===== src/rtl/sap1_pkg.sv =====
// Shared constants for the SAP-1 controller: opcodes, one-hot T-states and control-word bit indices.
// Optional build macro SAP1_SINGLE_STEP_EN is consumed by the interface and the top, not here.
package sap1_pkg;

  localparam int T_STATES = 6;
  localparam int OPCODE_W = 4;

  localparam logic [OPCODE_W-1:0] OP_LDA = 4'h0;
  localparam logic [OPCODE_W-1:0] OP_ADD = 4'h1;
  localparam logic [OPCODE_W-1:0] OP_SUB = 4'h2;
  localparam logic [OPCODE_W-1:0] OP_OUT = 4'hE;
  localparam logic [OPCODE_W-1:0] OP_HLT = 4'hF;

  typedef enum logic [T_STATES-1:0] {
    T1 = 6'b000001,
    T2 = 6'b000010,
    T3 = 6'b000100,
    T4 = 6'b001000,
    T5 = 6'b010000,
    T6 = 6'b100000
  } t_state_e;

  localparam int CW_PC_SEND  = 0;
  localparam int CW_PC_INC   = 1;
  localparam int CW_MAR_LOAD = 2;
  localparam int CW_RAM_SEND = 3;
  localparam int CW_IR_LOAD  = 4;
  localparam int CW_IR_SEND  = 5;
  localparam int CW_A_LOAD   = 6;
  localparam int CW_A_SEND   = 7;
  localparam int CW_B_LOAD   = 8;
  localparam int CW_ALU_SEND = 9;
  localparam int CW_ALU_SUB  = 10;
  localparam int CW_OUT_LOAD = 11;
  localparam int CW_W        = 12;

  typedef logic [CW_W-1:0] cw_t;

endpackage


===== src/rtl/sap1_controller_if.sv =====
// Control bus between the SAP-1 sequencer (master) and the datapath (slave).
// SAP1_SINGLE_STEP_EN adds the step input.
interface sap1_controller_if;
  import sap1_pkg::*;

  logic                run;
  logic [OPCODE_W-1:0] opcode;
`ifdef SAP1_SINGLE_STEP_EN
  logic                step;
`endif
  logic                pc_send;
  logic                pc_inc;
  logic                mar_load;
  logic                ram_send;
  logic                ir_load;
  logic                ir_send;
  logic                a_load;
  logic                a_send;
  logic                b_load;
  logic                alu_send;
  logic                alu_sub;
  logic                out_load;
  logic [T_STATES-1:0] t_state;
  logic                halted;

  // Strobes are level signals: the target register samples on the rising edge that ends the cycle.
  modport master (
`ifdef SAP1_SINGLE_STEP_EN
    input  step,
`endif
    input  run, opcode,
    output pc_send, pc_inc, mar_load, ram_send, ir_load, ir_send, a_load, a_send,
    output b_load, alu_send, alu_sub, out_load, t_state, halted
  );

  modport slave (
`ifdef SAP1_SINGLE_STEP_EN
    output step,
`endif
    output run, opcode,
    input  pc_send, pc_inc, mar_load, ram_send, ir_load, ir_send, a_load, a_send,
    input  b_load, alu_send, alu_sub, out_load, t_state, halted
  );

endinterface


===== src/rtl/sap1_ring_counter.sv =====
// One-hot T-state ring T1..T6: resets to T1, rotates by one position when advance_i is high.
module sap1_ring_counter
  import sap1_pkg::*;
(
  input  logic     clk,
  input  logic     rst,
  input  logic     advance_i,
  output t_state_e t_state_o
);

  t_state_e t_q;

  always_ff @(posedge clk or negedge rst) begin
    if (!rst) begin
      t_q <= T1;
    end else if (advance_i) begin
      t_q <= t_state_e'({t_q[T_STATES-2:0], t_q[T_STATES-1]});
    end
  end

  assign t_state_o = t_q;

endmodule


===== src/rtl/sap1_controller.sv =====
// SAP-1 controller-sequencer: T-state ring, opcode decode into bus strobes, sticky halt flag.
// Build option SAP1_SINGLE_STEP_EN: advance one T-state per rising edge of bus.step.
module sap1_controller
  import sap1_pkg::*;
(
  input  logic                clk,
  input  logic                rst,
  sap1_controller_if.master   bus
);

  t_state_e t_state;
  logic     halted_q;
  logic     step_ok;
  logic     advance;
  logic     strobe_en;
  cw_t      cw;

`ifdef SAP1_SINGLE_STEP_EN
  logic step_q;

  always_ff @(posedge clk or negedge rst) begin
    if (!rst) begin
      step_q <= 1'b0;
    end else begin
      step_q <= bus.step;
    end
  end

  // The edge cycle both shows the current state's strobes and advances, so each state fires exactly once.
  assign step_ok = bus.step & ~step_q;
`else
  assign step_ok = 1'b1;
`endif

  assign advance   = bus.run & ~halted_q & step_ok;
  assign strobe_en = rst & advance;

  sap1_ring_counter u_ring (
    .clk       (clk),
    .rst       (rst),
    .advance_i (advance),
    .t_state_o (t_state)
  );

  always_ff @(posedge clk or negedge rst) begin
    if (!rst) begin
      halted_q <= 1'b0;
    end else if (advance && (t_state == T4) && (bus.opcode == OP_HLT)) begin
      halted_q <= 1'b1;
    end
  end

  always_comb begin
    cw = '0;
    case (t_state)
      T1: begin
        cw[CW_PC_SEND]  = 1'b1;
        cw[CW_MAR_LOAD] = 1'b1;
      end
      T2: cw[CW_PC_INC] = 1'b1;
      T3: begin
        cw[CW_RAM_SEND] = 1'b1;
        cw[CW_IR_LOAD]  = 1'b1;
      end
      T4: begin
        if (bus.opcode == OP_LDA || bus.opcode == OP_ADD || bus.opcode == OP_SUB) begin
          cw[CW_IR_SEND]  = 1'b1;
          cw[CW_MAR_LOAD] = 1'b1;
        end else if (bus.opcode == OP_OUT) begin
          cw[CW_A_SEND]   = 1'b1;
          cw[CW_OUT_LOAD] = 1'b1;
        end
      end
      T5: begin
        if (bus.opcode == OP_LDA) begin
          cw[CW_RAM_SEND] = 1'b1;
          cw[CW_A_LOAD]   = 1'b1;
        end else if (bus.opcode == OP_ADD || bus.opcode == OP_SUB) begin
          cw[CW_RAM_SEND] = 1'b1;
          cw[CW_B_LOAD]   = 1'b1;
          cw[CW_ALU_SUB]  = (bus.opcode == OP_SUB);
        end
      end
      T6: begin
        if (bus.opcode == OP_ADD || bus.opcode == OP_SUB) begin
          cw[CW_ALU_SEND] = 1'b1;
          cw[CW_A_LOAD]   = 1'b1;
          cw[CW_ALU_SUB]  = (bus.opcode == OP_SUB);
        end
      end
      default: cw = '0;
    endcase
    if (!strobe_en) begin
      cw = '0;
    end
  end

  assign bus.pc_send  = cw[CW_PC_SEND];
  assign bus.pc_inc   = cw[CW_PC_INC];
  assign bus.mar_load = cw[CW_MAR_LOAD];
  assign bus.ram_send = cw[CW_RAM_SEND];
  assign bus.ir_load  = cw[CW_IR_LOAD];
  assign bus.ir_send  = cw[CW_IR_SEND];
  assign bus.a_load   = cw[CW_A_LOAD];
  assign bus.a_send   = cw[CW_A_SEND];
  assign bus.b_load   = cw[CW_B_LOAD];
  assign bus.alu_send = cw[CW_ALU_SEND];
  assign bus.alu_sub  = cw[CW_ALU_SUB];
  assign bus.out_load = cw[CW_OUT_LOAD];
  assign bus.t_state  = t_state;
  assign bus.halted   = halted_q;

endmodule


===== src/flat_wrapper.sv =====
// flat-port wrapper written by rule: the top's interface ports become plain ports
module sap1_controller_flat import sap1_pkg::*;
  (clk, rst, bus_run, bus_opcode, bus_pc_send, bus_pc_inc, bus_mar_load, bus_ram_send, bus_ir_load, bus_ir_send, bus_a_load, bus_a_send, bus_b_load, bus_alu_send, bus_alu_sub, bus_out_load, bus_t_state, bus_halted);
  sap1_controller_if bus_i ();
  input  logic clk;
  input  logic rst;
  input wire logic [$bits(bus_i.run)-1:0] bus_run;
  input wire logic [$bits(bus_i.opcode)-1:0] bus_opcode;
  output wire logic [$bits(bus_i.pc_send)-1:0] bus_pc_send;
  output wire logic [$bits(bus_i.pc_inc)-1:0] bus_pc_inc;
  output wire logic [$bits(bus_i.mar_load)-1:0] bus_mar_load;
  output wire logic [$bits(bus_i.ram_send)-1:0] bus_ram_send;
  output wire logic [$bits(bus_i.ir_load)-1:0] bus_ir_load;
  output wire logic [$bits(bus_i.ir_send)-1:0] bus_ir_send;
  output wire logic [$bits(bus_i.a_load)-1:0] bus_a_load;
  output wire logic [$bits(bus_i.a_send)-1:0] bus_a_send;
  output wire logic [$bits(bus_i.b_load)-1:0] bus_b_load;
  output wire logic [$bits(bus_i.alu_send)-1:0] bus_alu_send;
  output wire logic [$bits(bus_i.alu_sub)-1:0] bus_alu_sub;
  output wire logic [$bits(bus_i.out_load)-1:0] bus_out_load;
  output wire logic [$bits(bus_i.t_state)-1:0] bus_t_state;
  output wire logic [$bits(bus_i.halted)-1:0] bus_halted;
  assign bus_i.run = bus_run;
  assign bus_i.opcode = bus_opcode;
  assign bus_pc_send = bus_i.pc_send;
  assign bus_pc_inc = bus_i.pc_inc;
  assign bus_mar_load = bus_i.mar_load;
  assign bus_ram_send = bus_i.ram_send;
  assign bus_ir_load = bus_i.ir_load;
  assign bus_ir_send = bus_i.ir_send;
  assign bus_a_load = bus_i.a_load;
  assign bus_a_send = bus_i.a_send;
  assign bus_b_load = bus_i.b_load;
  assign bus_alu_send = bus_i.alu_send;
  assign bus_alu_sub = bus_i.alu_sub;
  assign bus_out_load = bus_i.out_load;
  assign bus_t_state = bus_i.t_state;
  assign bus_halted = bus_i.halted;
  sap1_controller u_core (.clk(clk), .rst(rst), .bus(bus_i));
endmodule

===== config.mk =====
export PLATFORM = sky130hd
export DESIGN_NAME = sap1_controller_flat
export DESIGN_NICKNAME = d
export VERILOG_FILES = /design/src/rtl/sap1_pkg.sv /design/src/rtl/sap1_controller_if.sv /design/src/rtl/sap1_ring_counter.sv /design/src/rtl/sap1_controller.sv /design/src/flat_wrapper.sv
export SDC_FILE = /design/constraint.sdc
export NUM_CORES = 1
export LEC_CHECK = 0
export CAP_MARGIN = 40
export CORE_AREA = 3 3 40 42
export CTS_CLUSTER_DIAMETER = 150
export DETAILED_ROUTE_END_ITERATION = 12
export DIE_AREA = 0 0 43 45
export PLACE_DENSITY = 0.84
export SETUP_SLACK_MARGIN = 0.02
export SLEW_MARGIN = 5
export SYNTH_ARGS = -nofsm -noshare
export SYNTH_HDL_FRONTEND = slang
export SYNTH_SLANG_ARGS = --single-unit

===== constraint.sdc =====
create_clock -name clk -period 2.67 [get_ports clk]
set_clock_uncertainty 0.15 [all_clocks]
set_input_delay 0.267 -clock clk [delete_from_list [all_inputs] [get_ports clk]]
set_output_delay 0.267 -clock clk [all_outputs]
set_load 0.02 [all_outputs]

[Word-level counts from Yosys, hierarchy flattened]
Index checks and enable logic that the tools add are counted.
Word-level totals
  register bits: 7
  logic and storage cells: 43
  output and inout port bits: 19
  input bits: 7
Operators by class
  multiplexer cells: 22
  reductions and logical operators: 6
  bitwise operators: 3
  eq/ne operators: 10
Operator list (number)
  1-bit 2-to-1 mux: 16
  12-bit 2-to-1 mux: 1
  4-bit equality test, second input constant: 2
  1-bit case mux with 2 select lines: 4
  6-bit by 1-bit equality test with 1-bit output, second input constant: 1
  6-bit by 2-bit equality test with 1-bit output, second input constant: 1
  6-bit by 3-bit equality test with 1-bit output, second input constant: 1
  6-bit by 4-bit equality test with 1-bit output, second input constant: 1
  6-bit by 5-bit equality test with 1-bit output, second input constant: 1
  6-bit equality test, second input constant: 1
  4-bit by 1-bit equality test with 1-bit output, second input constant: 1
  4-bit by 2-bit equality test with 1-bit output, second input constant: 1
  4-bit zero test: 1
  1-bit logical OR: 3
  1-bit bitwise AND: 2
  1-bit logical AND: 2
  2-bit 2-to-1 mux: 1
  1-bit inverter: 1

[Depth between registers and ports, before layout]
Gate-level depths: netlist of the first run.
  word-level depth: 6
  depth in mapped cells: 5
  gate-level depth less buffers: 3

[Hierarchy]
A second synthesis of the first run with hierarchy kept.
Unflattened totals
  cells, all modules: 53
  area total of the unflattened synthesis: 554.3 sq um
By module, submodules not included
  sap1_controller: cells each 40, area each 301.5 sq um, sequential area each 25.0 sq um, times used 1
  sap1_ring_counter: cells each 13, area each 252.7 sq um, sequential area each 151.4 sq um, times used 1

[Worst setup path after synthesis of the first run]
Ideal clock, no wire load.
  path type: reg2out
  from: reg u_core.u_ring.t_q[4], in the netlist u_core.u_ring.t_state_o[4]
  to: out bus_out_load
  setup slack: 0.602 ns
  path buffers: 1
  arrival time: 1.651 ns
  stages on the path, launching flop included: 5
  required time: 2.253 ns
  path through: dfrtp_1 > nor3_2 > nand4_1 > nor3_1 > buf_4
Between the ends
  cells in the longest elaborated chain, start to end: 3
RTL lines
  start, declared: RTL line sap1_ring_counter.sv:11  | t_state_e t_q;
  start signal, assigned: RTL line sap1_ring_counter.sv:17  | t_q <= t_state_e'({t_q[T_STATES-2:0], t_q[T_STATES-1]});
  6-bit by 4-bit equality test with 1-bit output: RTL line sap1_controller.sv:55  | case (t_state)
  1-bit 2-to-1 mux: RTL line sap1_controller.sv:55
  12-bit 2-to-1 mux: RTL line sap1_controller.sv:93  | if (!strobe_en) begin
  end, declared: RTL line flat_wrapper.sv:20  | output wire logic [$bits(bus_i.out_load)-1:0] bus_out_load;
No other way between the ends.

[Worst setup path after layout of the first run]
  from: in rst
  to: out bus_alu_send
Between the ends
  cells in the longest elaborated chain, start to end: 2
RTL lines
  start, declared: RTL line flat_wrapper.sv:6  | input logic rst;
  1-bit bitwise AND: RTL line sap1_controller.sv:36  | assign strobe_en = rst & advance;
  12-bit 2-to-1 mux: RTL line sap1_controller.sv:93
  end, declared: RTL line flat_wrapper.sv:18  | output wire logic [$bits(bus_i.alu_send)-1:0] bus_alu_send;
No other way between the ends.

==> results of run 1 <==
## cell families (layout without fill, tap and decap cells)
kind of cell,Yosys count,after routing,synth area share (%)
xor+xnor,1,1,1.62
simple gates,30,30,42.0
mux,6,6,12.5
compound gates,5,5,8.82
flops,7,7,32.7
buf+inv,2,31,2.32
## layer usage
layer | GRT usage [%] | vias up | part of all wire, %
li1 | - | 249 | -
met1 | 16.6 | 214 | 44
met2 | 20.4 | 18 | 46
met3 | 2.79 | 4 | 7.2
met4 | 12.7 | 0 | 2.7
met5 | 0 | - | 0
## metrics by stage
| stage | instance area [um^2] | utilization [%] | power, W |
|---|---|---|---|
| global route | 837 | 65.1 | 0.000241 |
| global placement | 811 | 63.1 | 0.000137 |
| finish | 837 | 65.1 | 0.000228 |
| floorplan | 539 | - | 0.000121 |
| CTS | 837 | 65.1 | 0.000232 |
| detailed placement | 811 | 63.1 | 0.000137 |
## flip-flops by register name, summed over array words and instances, names as in the netlist
register,count
u_core.bus.halted,1
u_core.u_ring.t_state_o,6
## path summary, 6_finish.rpt
check	from	endpoint	slack, ns	cells after the start
setup / recovery	rst	bus_alu_send	0.19	5
hold / removal	rst	u_core.bus.halted	0.06	1
setup reg to reg	u_core.bus.halted	u_core.u_ring.t_state_o[3]	1.34	3
hold reg to reg	u_core.bus.halted	u_core.bus.halted	0.39	1
max in group asynchronous	rst	u_core.u_ring.t_state_o[0]	1.91	2
min in group clk	u_core.bus.halted	u_core.bus.halted	0.39	1
## layout make-up
type | count | area, um^2
Tap cell | 15 | 18.8
Timing Repair Buffer | 27 | 265
Clock buffer | 4 | 26.3
Multi-Input combinational cell | 42 | 350
Sequential cell | 7 | 176
Fill cell | 122 | 448
## cells in the final DEF, fill, tap and decap left out, drive strengths merged, types with 2 or more instances in the layout
cell | synthesis | routed
nor2b | 2 | 2
nand2 | 3 | 3
nand2b | 4 | 4
buf | 2 | 2
nor3b | 3 | 3
nor2 | 4 | 4
dfrtp | 6 | 6
clkbuf | 0 | 4
clkdlybuf4s50 | 0 | 25
nand4 | 3 | 3
o21bai | 2 | 2
mux2 | 6 | 6
nor3 | 4 | 4
## power groups by stage
stage / Sequential (W) / Combinational (W) / Clock, W
global placement: 0.000108 / 0.0000293 / 0
global route: 0.000106 / 0.0000314 / 0.000103
CTS: 0.000106 / 0.0000294 / 0.0000967
floorplan: 0.000108 / 0.0000126 / 0
finish: 0.000106 / 0.0000291 / 0.0000921
detailed placement: 0.000108 / 0.0000290 / 0
==> results.py, run 1 <==
metrics = {
    "critical_path": {
        "path_buf_inv": 2,
        "critPathMaxStageDelay_ns": 0.64,
        "crit_path_frequent_cell": "clkdlybuf4s50_1",
        "crit_fanout": 5,
        "critPathCaptureType": "primary output",
        "critPathRequiredTime_ns": 2.25,
        "cp-start-kind": "input port",
        "worstPathCellList": "clkdlybuf4s50_1, and3b_1, nand4_4, nor3_1, clkdlybuf4s50_1",
        "crit_type": "in2out",
        "arrival_ns": 2.06,
        "crit_family": "buffers and inverters",
        "slowest_stage": "clkdlybuf4s50_1",
    },
    "clocking": {
        "insertion_delay_ns": 0.25,
        "cts_buffers": 3,
        "cts_tree": "built",
        "cts_resized": 0,
        "cts-root-buf": "clkbuf_4",
        "clk_path_buf_depth": 2,
        "holdBufCountCts": 0,
        "h-tree-depth": 1,
        "cts.sinks": 7,
        "clkTransAtPathRegs_ns": 0.05,
        "cts_setup_buffers": 0,
    },
    "finish": {
        "layout.nets": 88,
        "final_cells": 95,
        "n_antenna_cell": 0,
        "drive_gt1_share_pct": 20.0,
        "area_growth_pct": 55.2,
    },
    "detailed_routing": {
        "drt_iter0_markers": 6,
        "wl_per_cell_um": 13.2,
        "antenna_left": 0,
        "wl_um": 1250,
        "first_pass_iters": 3,
        "dr_total_vias": 485,
        "drc_errors": 0,
        "routed_via_density": 5.11,
    },
    "job": {
        "cap_violations": 0,
    },
    "yosys": {
        "synth-seq-cells": 7,
        "yosys_warnings": 0,
        "synth_top_area_share_pct": 27.8,
        "synth_area_per_cell_um2": 10.6,
        "yosysMostFrequentCell": "dfrtp_1",
        "synth-edff-count": 0,
        "synth_top_area_cell": "dfrtp_1",
        "synth_area_leaders": "dfrtp_1 (28%), mux2_1 (10%), nor3b_2 (7.0%)",
        "yosysSeqAreaShare_pct": 32.7,
        "ys_types": 29,
        "ys_async_sr_fraction_pct": 100,
        "synthesis.nets": 58,
        "synth_commonest_cells": "dfrtp_1 (6), mux2_1 (5), nand2b_1 (4)",
        "netlist_area_um2": 539,
        "synth_cells": 51,
        "synth-main-ff-cell": "dfrtp_1",
    },
    "floorplan": {
        "ios": 26,
        "dieArea_um2": 1940,
        "core_area_um2": 1280,
        "start_util_pct": 42.0,
        "fp.dieH_um": 45,
        "chipWidth_um": 43,
        "rows": 13,
    },
    "power": {
        "power.leakage_nw": 0.319,
        "net-switching-power_w": 0.0000493,
        "pwr-share-comb_pct": 12.8,
        "intPower_w": 0.000178,
        "p_seq_share_pct": 46.8,
        "p_per_area_nw_per_um2": 272,
        "p_sw_share_pct": 21.7,
        "pwr-share-clk_pct": 40.4,
        "peakVddDrop_uv": 232,
    },
    "placement": {
        "port_buffers": 25,
        "dp_hpwl_um": 1030,
        "pre_cts_slack_ns": 0.183,
        "place_congestion": 0.761,
        "numPlacedInstances": 91,
    },
    "timing": {
        "rsz0062_at_grt": "false",
        "tightestPinTransition_ns": 0.286,
        "whs_ns": 0.0574,
        "drv_slew": 0,
        "setup_viol": 0,
        "fin_crit_sh_pct": 92.7,
        "post-route-min-period_ns": 2.48,
        "relSlewSlack_pct": 80.9,
        "setup_tns_ns": 0,
        "worst_slack_ns": 0.195,
        "hold_viol_final": 0,
        "fmax_mhz": 404,
    },
    "global_routing": {
        "grt-ovfl-total": 0,
        "grt.total_usage_pct": 13.7,
        "grt_antenna_before_repair": 0,
        "grt_max_degree": 9,
        "grt_pass1_vias": 415,
        "grt_first_pass_wirelength_um": 1920,
    },
    "hold_path": {
        "hold_path.class": "in2async",
    },
    "outcome": {
        "status": "completed",
    },
}
(Power assumes the default switching activity.)
==> run 2, diff against run 1 <==
--- a/config.mk
+++ b/config.mk
@@ -11,7 +11,7 @@
 export DETAILED_ROUTE_END_ITERATION = 12
 export DIE_AREA = 0 0 43 45
 export PLACE_DENSITY = 0.84
-export SETUP_SLACK_MARGIN = 0.02
+export SETUP_SLACK_MARGIN = 0.05
 export SLEW_MARGIN = 5
 export SYNTH_ARGS = -nofsm -noshare
 export SYNTH_HDL_FRONTEND = slang
==> results of run 2 <==
Final layout, timing and power as in run 1 (identical DEF).
